$ cat src/rtl/main.sv
// ============================================================================
// Module   : main
// Brief    : Registered ALU datapath (operand regs A/B, result reg R) driven
//            by a 2-bit control FSM; optional {V,N,C,Z} flags via ALU_FLAGS_EN.
// Revision : 1.0 - initial release
// ============================================================================
`default_nettype none

module main #(
    parameter int WIDTH = 8
) (
    input  logic             clk,
    input  logic             rst,
    input  logic [2:0]       in_sel,
    input  logic [WIDTH-1:0] num1,
    input  logic [WIDTH-1:0] num2,
    input  logic [5:0]       out_sel,
    output logic [WIDTH-1:0] out,
    output logic [1:0]       currState,
    output logic [1:0]       nextState
`ifdef ALU_FLAGS_EN
    ,
    output logic [3:0]       flags
`endif
);

    localparam int c_SHW = $clog2(WIDTH);

    typedef enum logic [1:0] {
        IDLE  = 2'b00,
        LOAD  = 2'b01,
        EXEC  = 2'b10,
        CLEAR = 2'b11
    } state_t;

    state_t           r_state;
    state_t           w_next;
    logic [WIDTH-1:0] r_a;
    logic [WIDTH-1:0] r_b;
    logic [WIDTH-1:0] r_r;
    logic [WIDTH-1:0] w_res;
    logic             w_valid;
    logic [c_SHW-1:0] w_shamt;

    assign out       = r_r;
    assign currState = r_state;
    assign nextState = w_next;
    assign w_shamt   = r_b[c_SHW-1:0];

    // Request priority is clear > load > persist; LOAD always falls into EXEC.
    always_comb begin
        w_next = r_state;
        case (r_state)
            IDLE, EXEC: begin
                if (in_sel[0])      w_next = CLEAR;
                else if (in_sel[1]) w_next = LOAD;
                else if (in_sel[2]) w_next = EXEC;
                else                w_next = IDLE;
            end
            LOAD:    w_next = in_sel[0] ? CLEAR : EXEC;
            CLEAR:   w_next = in_sel[0] ? CLEAR : IDLE;
            default: w_next = IDLE;
        endcase
    end

    // Lowest set select bit wins; unknown bits fail their test and act as 0.
    always_comb begin
        w_res   = r_r;
        w_valid = 1'b1;
        if (out_sel[0])      w_res = r_a + r_b;
        else if (out_sel[1]) w_res = r_a - r_b;
        else if (out_sel[2]) w_res = r_a & r_b;
        else if (out_sel[3]) w_res = r_a | r_b;
        else if (out_sel[4]) w_res = r_a ^ r_b;
        else if (out_sel[5]) w_res = r_a << w_shamt;
        else                 w_valid = 1'b0;
    end

`ifdef ALU_FLAGS_EN
    logic [3:0] r_flags;
    logic [3:0] w_flags;
    logic       w_c;
    logic       w_v;

    assign flags = r_flags;

    always_comb begin
        w_c = 1'b0;
        w_v = 1'b0;
        if (out_sel[0]) begin
            w_c = (32'(r_a) + 32'(r_b)) > ((32'd1 << WIDTH) - 32'd1);
            w_v = (r_a[WIDTH-1] == r_b[WIDTH-1]) && (w_res[WIDTH-1] != r_a[WIDTH-1]);
        end else if (out_sel[1]) begin
            w_c = r_a < r_b;
            w_v = (r_a[WIDTH-1] != r_b[WIDTH-1]) && (w_res[WIDTH-1] != r_a[WIDTH-1]);
        end else if (out_sel[2] || out_sel[3] || out_sel[4]) begin
            w_c = 1'b0;
        end else if (out_sel[5]) begin
            // Last bit out of the top is A[WIDTH-shamt]; nothing leaves for shamt 0.
            for (int i = 1; i < WIDTH; i++) begin
                if (int'(w_shamt) == WIDTH - i) w_c = r_a[i];
            end
        end
        w_flags = {w_v, w_res[WIDTH-1], w_c, (w_res == '0)};
    end
`endif

    always_ff @(posedge clk or posedge rst) begin
        if (rst) begin
            r_state <= IDLE;
            r_a     <= '0;
            r_b     <= '0;
            r_r     <= '0;
`ifdef ALU_FLAGS_EN
            r_flags <= 4'b0000;
`endif
        end else begin
            r_state <= w_next;
            case (r_state)
                LOAD: begin
                    r_a <= num1;
                    r_b <= num2;
                end
                EXEC: begin
                    if (w_valid) begin
                        r_r     <= w_res;
`ifdef ALU_FLAGS_EN
                        r_flags <= w_flags;
`endif
                    end
                end
                CLEAR: begin
                    r_a     <= '0;
                    r_b     <= '0;
                    r_r     <= '0;
`ifdef ALU_FLAGS_EN
                    r_flags <= 4'b0000;
`endif
                end
                default: ;
            endcase
        end
    end

endmodule

`default_nettype wire

$ cat config.mk
export PLATFORM = sky130hd
export DESIGN_NAME = main
export DESIGN_NICKNAME = d
export VERILOG_FILES = /design/src/rtl/main.sv
export SDC_FILE = /design/constraint.sdc
export NUM_CORES = 1
export LEC_CHECK = 0
export ABC_CLOCK_PERIOD_IN_PS = 4700
export BUFFER_PORTS_ARGS = -buffer_cell sky130_fd_sc_hd__buf_4
export CAP_MARGIN = 40
export CORE_ASPECT_RATIO = 1.2
export CORE_MARGIN = 3
export CORE_UTILIZATION = 50
export DETAILED_ROUTE_END_ITERATION = 8
export PLACE_DENSITY = 0.78
export SETUP_SLACK_MARGIN = 0.1
export SYNTH_ARGS = -nofsm -noshare
export SYNTH_HDL_FRONTEND = slang
export SYNTH_SLANG_ARGS = --single-unit
$ cat constraint.sdc
create_clock -name clk -period 4.7 [get_ports clk]
set_input_delay 0.705 -clock clk [delete_from_list [all_inputs] [get_ports clk]]
set_output_delay 0.705 -clock clk [all_outputs]
set_load 0.02 [all_outputs]
# --- Word level (Yosys, flattened, before mapping) ---
# Cells that the tools add are included.
op_classes:
  n_mux: 22
  n_bitwise: 3
  shifts: 1
  reduce_logical: 5
  eq_ne: 5
  n_addsub: 2
ops:
  columns: ["op", "n"]
  rows:
  - ["8-bit 2-to-1 mux", 7]
  - ["8-bit one-hot mux with 2 select lines", 3]
  - ["8-bit adder", 1]
  - ["8-bit AND", 1]
  - ["2-bit 2-to-1 mux", 4]
  - ["8-bit OR", 1]
  - ["8-bit by 3-bit << shifter with 8-bit output", 1]
  - ["8-bit subtractor", 1]
  - ["8-bit bitwise XOR", 1]
  - ["1-bit 2-to-1 mux", 7]
  - ["7-bit inequality test, second input constant", 1]
  - ["2-bit one-hot mux with 3 select lines", 1]
  - ["2-bit equality test, second input constant", 2]
  - ["2-bit nonzero test", 2]
  - ["3-bit AND reduction", 1]
  - ["2-bit by 1-bit equality test with 1-bit output, second input constant", 1]
  - ["2-bit logical NOT", 1]
  - ["2-bit inequality test, second input constant", 1]
  - ["2-bit OR reduction", 1]
word_totals:
  input_bits: 27
  wordCells: 42
  reg_bits: 26
  output_inout_bits: 12

# --- Depth between registers and ports, before layout ---
depth:
  depth_word: 9
  depth_mapped: 9
  depth_no_buf: 9

# --- Worst setup path after synthesis ---
# Ideal clock, no wire load.
synth_path:
  path_type: "input port to flip-flop"
  from: "input port out_sel[2]"
  to: "register r_r[7] (netlist: out[7])"
  setup_slack_ns: 2.448
  n_path_buf: 2
  setup_ns: 0.131
  t_arrival_ns: 2.122
  t_required_ns: 4.569
  cell_stages: 8
  cell_sequence: "buf_6 > or3_1 > buf_2 > o41ai_4 > or2b_2 > nor2_2 > nand4b_1 > o211ai_1"
synth_via:
  elab_chain_cells: 5
  word_cells_on_any_way: 11
  classes_between: "eq/ne: 2; mux: 8; reduce/logical: 1"
synth_rtl:
  columns: ["item", "line", "rtl"]
  rows:
  - ["from (decl)", "17", "input logic [5:0] out_sel,"]
  - ["8-bit 2-to-1 mux / 1-bit 2-to-1 mux (equally long branches)", "72", "else if (out_sel[2]) w_res = r_a & r_b;"]
  - ["8-bit 2-to-1 mux / 1-bit 2-to-1 mux (equally long branches)", "71", "else if (out_sel[1]) w_res = r_a - r_b;"]
  - ["8-bit 2-to-1 mux / 1-bit 2-to-1 mux (equally long branches)", "70", "if (out_sel[0]) w_res = r_a + r_b;"]
  - ["8-bit 2-to-1 mux / 2-bit inequality test (equally long branches)", null, null]
  - ["8-bit one-hot mux with 2 select lines / 3-bit AND reduction (equally long branches)", null, null]
  - ["to (signal assigned)", "126", "r_r <= w_res;"]
  - ["to (decl)", "40", "logic [WIDTH-1:0] r_r;"]
# Several ways; a longest one is shown, not always the timed one. The select of a mux whose other input is x is not followed.
# A chain may end at the register's enable or synchronous reset.

# --- Worst setup path after layout ---
layout_path:
  from: "register r_state[1] (netlist: currState[1])"
  to: "output port nextState[1]"
layout_via:
  elab_chain_cells: 3
  word_cells_on_any_way: 6
  classes_between: "eq/ne: 3; mux: 1; reduce/logical: 2"
layout_rtl:
  columns: ["item", "line", "rtl"]
  rows:
  - ["from (decl)", "36", "state_t r_state;"]
  - ["from (signal assigned)", "118", "r_state <= w_next;"]
  - ["2-bit equality test / 2-bit logical NOT (equally long branches)", "53", "case (r_state)"]
  - ["2-bit OR reduction", "53", null]
  - ["2-bit one-hot mux with 3 select lines *", "53", null]
  - ["to (decl)", "20", "output logic [1:0] nextState"]
# Every way passes the cells marked *; elsewhere a longest branch is shown, timed or not.

==> results.md <==
* Critical Path AT at 1.78 ns
* Worst slew margin at 54.97%
* Most frequent cells in the layout: 39 x buf_4, 34 x nand2_1, 26 x dfrtp_1
* DR pass1 iterations at 4
* Syn Area/Cell at 8.507 µm²
* Net count of the finished layout at 349
* Worst clock skew at 0.003314 ns
* Final HPWL DP at 4.500 mm
* Finished Cell Area at 2670 µm²
* Vias in the first global route at 2023
* Max Freq at 0.4016 GHz
* Initial DRC count at 131
* Leak at 0.001197 µW
* TritonCTS clock tree: built
* Synthesis-stage register bit count at 26
* Final hold slack at 0.4071 ns
* Critical Path Slowest Stage Cell: dfrtp_1
* Finished Core Util at 61.71%
* Clock root cell: clkbuf_8
* Final RePlAce weighted congestion at 0.9337
* FF/Latch Area at 650.6 µm²
* Io pins at 39
* Layout area overhead at 16.68%
* Clock-pin slew on the worst setup and hold paths at 0.10 ns
* Worst-path fanout max at 17
* Die Y at 80.11 µm
* Final period utilization at 52.98%
* WL/cell at 15.89 µm
* TNS Setup at 0 ns
* First-pass GRT wire length at 9.653 mm
* Count of unique library cells instantiated by Yosys at 45
* Placed instance area at 2599 µm²
* Cell Pwr Density at 279.3 nW/µm²
* Hold WC Path Type: primary input to asynchronous set/reset pin
* Core area at 4327 µm²
* FILL cells at 390
* Largest net degree at the start of global routing at 34
* Final Hold Viols at 0
* Peak VDD IR at 0.1970 mV
* Critical path launch point type: register
* CTS Buf Count at 3
* Most common cell after layout, fill and taps aside: buf_4
* Worst skew pair latency at 0.28 ns
* Port Buf Inserts at 38
* WS Path Type: register to primary output
* Initial core utilization at 52.89%
* Worst slew pin tran at 0.6754 ns
* Sink Count at 26
* Total power draw at 745.9 µW
* Worst Path Required at 3.99 ns
* Die ar. at 5428 µm²
* WL final at 5.576 mm
* Num rows at 26
* Cell Chain, Critical Path: nor2_1 > a311o_1 > buf_4
* Residual DRC at 0
* RSZ-0062 raised after global routing: no
* Ys Warns at 0
* Initial antenna violation count at 0
* Sequential area share after synthesis at 28.43%
* Footprint of the multi-input gates at 1464 µm²
* Ant. Diodes at 0
* Final ANT Viol Nets at 0
* Setup violators final at 0
* Syn_nets at 322
* Clock Tree Buf Depth at 2
* DIE WIDTH at 67.76 µm
* Total grt overflow at 0
* EDFF count, synth at 0
* Max Cap Viol at 0
* Crit. End Element: primary output
* Main synth FF type: dfrtp_1
* Total global-route track usage at 23.21%
* Clock H-tree levels at 1
* Resize count post-CTS at 0
* Status: completed
* Max incr delay on CP at 0.79 ns
* DR vias/cell at 5.923
* Post-Syn Area at 2288 µm²
* Fin crit period at 2.490 ns
* Post-CTS setup buffer count at 0
* Post-CTS Hold Buffers at 0
* Ys async rst share at 100.0%
* Pins Over Slew Limit at 0
* Gate Count Post-Synth at 269
* Routed via count at 2079
* Layout cell share with drive strength beyond 1 at 19.32%
## critical path: cells and delay by family (launching register included)
family,cells,cell delay [ns]
compound gates,1,0.38
buf+inv,1,0.16
simple gates,1,0.17
flops,1,0.79
## Yosys cell counts (3+ instances only)
cell	count	share of area (%)
a221oi_1	3	1.1
inv_1	24	3.9
dfrtp_1	26	28
a21o_1	3	0.98
nor3_1	5	1.1
buf_2	4	0.87
o21ai_1	3	0.66
mux2i_1	3	1.3
nor2_1	10	1.6
clkbuf_1	12	2.0
or2_2	3	0.82
o22ai_1	14	3.8
xnor2_1	6	2.3
o31ai_1	6	2.0
o21ai_0	16	3.5
mux4_2	5	4.9
nor2b_1	5	1.4
a211oi_1	6	2.0
nand2_1	34	5.6
ha_1	24	13
a21oi_1	20	4.4
## worst paths after layout
kind | to | start | cells after the start | slack (ns)
min in group clk | out[5]$_DFFE_PP0P_ | out[5]$_DFFE_PP0P_ | 2 | 0.50
worst max-delay path | nextState[1] | currState[1]$_DFF_PP0_ | 3 | 2.21
max in group asynchronous | r_b[1]$_DFFE_PP0N_ | rst | 3 | 3.86
worst min-delay path | out[4]$_DFFE_PP0P_ | rst | 2 | 0.41
worst max register to register | out[5]$_DFFE_PP0P_ | r_b[1]$_DFFE_PP0N_ | 8 | 2.22
worst min register to register | out[5]$_DFFE_PP0P_ | out[5]$_DFFE_PP0P_ | 2 | 0.50
## cells by family (layout without fill, tap and decap cells)
kind of cell	Yosys count	after routing	share of synthesized area [%]
mux	10	10	7.217
buf+inv	43	69	7.599
flops	26	26	28.43
compound gates	85	85	24.39
simple gates	73	73	15.20
xor+xnor	6	6	2.296
fa+ha+maj	26	26	14.87
## power breakdown
part	total, µW	internal [µW]	switching, µW
clock	192	114	78.3
combinational	278	126	152
sequential	275	246	29.5
total	746	486	260
## state kept, by name (all words and copies together) (netlist names)
register / flops
r_b: 8
currState: 2
r_a: 8
out: 8
## per-stage QoR
step / cells / setup WS, ns
2_1_floorplan: 269 / 2.448
6_report: 351 / 2.210
3_5_place_dp: 347 / 2.149
5_1_grt: 351 / 1.953
4_1_cts: 351 / 2.205
3_3_place_gp: 346 / 2.200
## area by class of cell
cell class / count / share of cell area [%]
Tap cell: 56 / 2.624
Clock inverter: 1 / 1.125
Sequential cell: 26 / 24.37
Inverter: 25 / 3.515
Multi-Input combinational cell: 200 / 54.83
Timing Repair Buffer: 40 / 12.00
Clock buffer: 3 / 1.546
## layer usage
metal / GRT usage, % / vias to the layer above / part of all wire (%)
met3: 2.517 / 13 / 5.1
met1: 32.00 / 990 / 44
met2: 37.20 / 69 / 49
met4: 8.114 / 0 / 2.2
met5: 0 / - / 0
li1: - / 1007 / -
Power figures use the tool's default switching activity.
